### src/rtl/multi_axis_integrator.sv
// Double integrator (acceleration -> velocity -> position) for CH signed axes.
// One shared multiplier is time-multiplexed across axes and phases by a small FSM.
module multi_axis_integrator #(
  parameter int unsigned W    = 16,
  parameter int unsigned FRAC = 8,
  parameter int unsigned CH   = 3,
  parameter int unsigned SAT  = 1
) (
  input  logic            clk,
  input  logic            rst,
  input  logic            enable,
  input  logic            clear,
  input  logic [CH*W-1:0] acc_in,
  input  logic [W-1:0]    dt,
  output logic [CH*W-1:0] vel_out,
  output logic [CH*W-1:0] pos_out,
  output logic            bussy,
  output logic            done
);

  localparam int unsigned CW = (CH > 1) ? $clog2(CH) : 1;
  localparam logic [CW-1:0] LastCh = CW'(CH - 1);

  localparam logic [1:0] s_idle = 2'd0;
  localparam logic [1:0] s_vel  = 2'd1;
  localparam logic [1:0] s_pos  = 2'd2;
  localparam logic [1:0] s_done = 2'd3;

  logic [1:0]    state_q;
  logic [CW-1:0] ch_q;
  logic [W-1:0]  dt_q;
  logic [W-1:0]  a_q [CH];
  logic [W-1:0]  v_q [CH];
  logic [W-1:0]  p_q [CH];

  logic [W-1:0]          mul_op;
  logic [W-1:0]          add_op;
  logic signed [2*W-1:0] prod;
  logic signed [2*W-1:0] prod_sh;
  logic [2*W:0]          sum;
  logic [W-1:0]          res;

  // Clamp (SAT!=0) or wrap a 2W+1 bit sum into the signed W-bit range.
  function automatic logic [W-1:0] fit(input logic [2*W:0] s);
    logic ovf;
    ovf = (s[2*W:W-1] != '0) && (s[2*W:W-1] != '1);
    if ((SAT != 0) && ovf) begin
      fit = s[2*W] ? {1'b1, {(W-1){1'b0}}} : {1'b0, {(W-1){1'b1}}};
    end else begin
      fit = s[W-1:0];
    end
  endfunction

  // VEL multiplies the latched acceleration; POS multiplies the fresh velocity.
  always_comb begin
    mul_op  = (state_q == s_vel) ? a_q[ch_q] : v_q[ch_q];
    add_op  = (state_q == s_vel) ? v_q[ch_q] : p_q[ch_q];
    prod    = $signed({{W{mul_op[W-1]}}, mul_op}) * $signed({{W{dt_q[W-1]}}, dt_q});
    prod_sh = prod >>> FRAC;
    sum     = {prod_sh[2*W-1], prod_sh} + {{(W+1){add_op[W-1]}}, add_op};
    res     = fit(sum);
  end

  always_ff @(posedge clk) begin
    if (rst) begin
      state_q <= s_idle;
      ch_q    <= '0;
      dt_q    <= '0;
      vel_out <= '0;
      pos_out <= '0;
      for (int i = 0; i < CH; i++) begin
        a_q[i] <= '0;
        v_q[i] <= '0;
        p_q[i] <= '0;
      end
    end else begin
      case (state_q)
        s_idle: begin
          if (clear) begin
            ch_q    <= '0;
            dt_q    <= '0;
            vel_out <= '0;
            pos_out <= '0;
            for (int i = 0; i < CH; i++) begin
              a_q[i] <= '0;
              v_q[i] <= '0;
              p_q[i] <= '0;
            end
          end else if (enable) begin
            dt_q    <= dt;
            ch_q    <= '0;
            state_q <= s_vel;
            for (int i = 0; i < CH; i++) begin
              a_q[i] <= acc_in[i*W +: W];
            end
          end
        end
        s_vel: begin
          v_q[ch_q] <= res;
          state_q   <= s_pos;
        end
        s_pos: begin
          p_q[ch_q] <= res;
          if (ch_q == LastCh) begin
            state_q <= s_done;
            // Outputs load on entry to DONE so they are valid while done is high;
            // the last axis position bypasses its register.
            for (int i = 0; i < CH; i++) begin
              vel_out[i*W +: W] <= v_q[i];
              pos_out[i*W +: W] <= (CW'(i) == LastCh) ? res : p_q[i];
            end
          end else begin
            ch_q    <= ch_q + CW'(1);
            state_q <= s_vel;
          end
        end
        s_done: begin
          state_q <= s_idle;
        end
        default: begin
          state_q <= s_idle;
        end
      endcase
    end
  end

  assign bussy = (state_q != s_idle);
  assign done  = (state_q == s_done);

endmodule

### config.mk
export PLATFORM = sky130hd
export DESIGN_NAME = multi_axis_integrator
export DESIGN_NICKNAME = d
export VERILOG_FILES = /design/src/rtl/multi_axis_integrator.sv
export SDC_FILE = /design/constraint.sdc
export NUM_CORES = 1
export LEC_CHECK = 0
export ABC_CLOCK_PERIOD_IN_PS = 11300
export BUFFER_PORTS_ARGS = -buffer_cell sky130_fd_sc_hd__buf_2
export CORE_ASPECT_RATIO = 1.25
export CORE_MARGIN = 2
export CORE_UTILIZATION = 35
export CTS_CLUSTER_SIZE = 10
export DETAILED_ROUTE_END_ITERATION = 10
export HOLD_SLACK_MARGIN = 0.03
export SYNTH_ARGS = -nofsm -noshare
export SYNTH_HDL_FRONTEND = slang
export SYNTH_SLANG_ARGS = --single-unit
### constraint.sdc
create_clock -name clk -period 11.3 [get_ports clk]
set_input_delay 1.695 -clock clk [delete_from_list [all_inputs] [get_ports clk]]
set_output_delay 1.695 -clock clk [all_outputs]
set_load 0.005 [all_outputs]
==> metrics.csv <==
metric;value;unit
status;complete, no violations;
met3_usage;2.645;%
grt_usage;19.21;%
post_layout_nonfiller_instances;3312;
reg2reg_to;p_q[3][8]$_DFFE_PP_;
wl_per_cell;19.33;um
synth_cells;2297;
finalCritPeriodShare;95.33;%
drc_errors;0;
nets;2866;
syn2layout_area_growth;12.86;%
busiest_layer;met2;
via_count;17100;
antenna_found_initial;0;
cts-root-buf;clkbuf_16;
core;0.06543;mm^2
ff2ff_path_depth;32;
criticalPathCategory;flip-flop to flip-flop;
tritoncts;yes;
ios;166;
p_leak;11.60;nW
power_density;126.0;mW/mm^2
synth.cell_area;0.02311;mm^2
drv_slew;0;
crit_slowest_cell;o21ai_1;
dpl.hpwl;50070;um
die_area;0.06812;mm^2
drive_above_1_share;13.15;%
diodes;0;
routed_wl;64020;um
rsz0062_at_grt;no;
period_needed;10.77;ns
worstHoldStart;vel_out[41]$_SDFFE_PP0P_;
seq_area_frac_synth;33.09;%
grt_pass1_wl;103100;um
whs_path_depth;2;
synth_nets;2736;
critPathMostFrequentCell;fa_1;
grt-ovfl-total;0;
setup_viol;0;
die_x;233.8;um
relSlewSlack;22.61;%
synth.distinct_cells;74;
worst_slew_pin_slew;1.158;ns
use_met2;33.66;%
fillers;6514;
vias_per_cell;5.162;
synth_edf_count;176;
synth.ff_latch_count;294;
skew;0.03357;ns
row_count;105;
portBuffers;165;
finalHoldViolCount;0;
cts.hold.buffers_added;0;
cts.clk_slew.worst_paths;0.06;ns
cts-buffers-inserted;37;
ant_nets;0;
max_stage_delay;0.73;ns
vdd_ir_drop_max;0.1473;mV
dr.pass1.iters;5;
initial_core_util;35.32;%
met1_usage;24.48;%
min_to;vel_out[41]$_SDFFE_PP0P_;
dp_cells;3239;
grt_pass1_vias;18440;
tns;0;ns
reg2reg_slack;0.53;ns
cp-end-kind;flip-flop;
hp-class;flip-flop to flip-flop;
clk_path_buf_depth;3;
clock.fmax;92.83;MHz
cts_sinks;294;
synth.avg_cell_area;10.06;um^2
worstSkewPairLatency;0.57;ns
critPathMaxFanout;32;
grt_max_degree;106;
synth-main-ff-cell;edfxtp_1;
worstPathArrival;11.03;ns
maxCapViolations;0;
cts_htree_levels;2;
critPathLaunchType;flip-flop;
final_cell_mix;inv_1 (325), nand2_1 (289), fa_1 (262);
die_h;291.3;um
async_flop_share;0;%
crit_required;11.56;ns
final_common_cell;inv_1;
place.gp.congestion;0.8792;
drt_iter0_drc;1304;
ys_warn_count;0;
registers in the layout (all words and copies together) (netlist names), named ones only:
signal / cells
a_q: 48
ch_q: 2
dt_q: 16
p_q: 64
pos_out: 48
state_q: 2
v_q: 64
vel_out: 48
routing by layer:
| layer | vias up | share of wire (%) |
|---|---|---|
| met1 | 8593 | 40 |
| met4 | 0 | 2.7 |
| met3 | 85 | 6.0 |
| met5 | - | 0 |
| met2 | 561 | 51 |
| li1 | 7859 | - |
layout make-up:
| cell class | instances | area, um^2 | share of cell area, % |
|---|---|---|---|
| repair buffers | 214 | 1251 | 4.797 |
| well taps | 856 | 1071 | 4.106 |
| clock buffers | 62 | 1020 | 3.909 |
| clock inverters | 6 | 87.58 | 0.3358 |
| inverters | 326 | 1224 | 4.691 |
| flip-flops and latches | 294 | 7655 | 29.35 |
| multi-input cells | 1554 | 13780 | 52.81 |
synthesized netlist by cell type, types with 7 or more instances:
cell	instances	share of area [%]
inv_1	326	5.3
a221o_1	12	0.52
or2_2	11	0.30
a22o_1	41	1.6
mux4_2	30	2.9
a21o_1	15	0.49
xnor2_1	28	1.1
nor3_1	17	0.37
nand2_1	289	4.7
mux2i_1	17	0.74
nor2_1	75	1.2
o21bai_1	14	0.45
clkbuf_1	90	1.5
buf_2	18	0.39
a21oi_1	208	4.5
o21ai_1	14	0.30
o21ai_0	44	0.95
buf_1	7	0.11
edfxtp_1	176	23
xor2_1	15	0.57
o21a_1	7	0.23
nand2b_1	9	0.24
ha_1	109	5.9
and2_1	177	4.8
dfxtp_1	118	10
a211oi_1	12	0.39
fa_1	262	23
nand3_1	63	1.4
timing repair:
item / CTS / global route
setup endpoints to repair: 0 / 135
resized for setup: 0 / 9
setup buffers: 0 / 5
cell families after synthesis:
kind of cell,share of synthesized area (%)
xor+xnor,1.630
mux,3.806
compound gates,11.27
simple gates,14.06
fa+ha+maj,28.60
buf+inv,7.552
flops,33.09
where the power goes:
part           internal [mW]  switching [mW]
registers               1.21          0.0386
clock network          0.623           0.474
logic                  0.315           0.622
through the flow:
stage	total power, mW	hold WS (ns)	utilization, %	setup slack (ns)	cell area [um^2]
6_report	3.286	0.4496	39.87	0.5275	26080
5_1_grt	3.435	0.4730	39.87	0.03016	26080
4_1_cts	3.286	0.4547	39.72	0.1671	25990
3_5_place_dp	2.179	0.4457	38.03	0.2749	24880
3_3_place_gp	2.166	0.4367	38.03	0.3457	24880
2_1_floorplan	1.914	0.4483	-	1.080	23110
worst max-delay path, delay by kind of cell (launching register included):
family / cells / cell delay (ns)
DFF: 1 / 0.62
adders and majority gates: 8 / 3.93
buffers and inverters: 6 / 0.91
AOI/OAI and AO/OA: 13 / 4.34
and+or+nand+nor: 5 / 0.60
worst max path at each step:
stage	start	endpoint	slack [ns]	cells after the start
2_1_floorplan	flip-flop	p_q[3][7]$_DFFE_PP_	1.08	44
3_3_place_gp	flip-flop	v_q[3][12]$_DFFE_PP_	0.35	35
3_5_place_dp	flip-flop	pos_out[32]$_SDFFE_PP0P_	0.27	32
4_1_cts	flip-flop	pos_out[35]$_SDFFE_PP0P_	0.17	32
5_1_grt	flip-flop	v_q[3][4]$_DFFE_PP_	0.03	35
6_report	flip-flop	p_q[3][8]$_DFFE_PP_	0.53	32
Note: power is estimated with default switching activity, not from simulation.
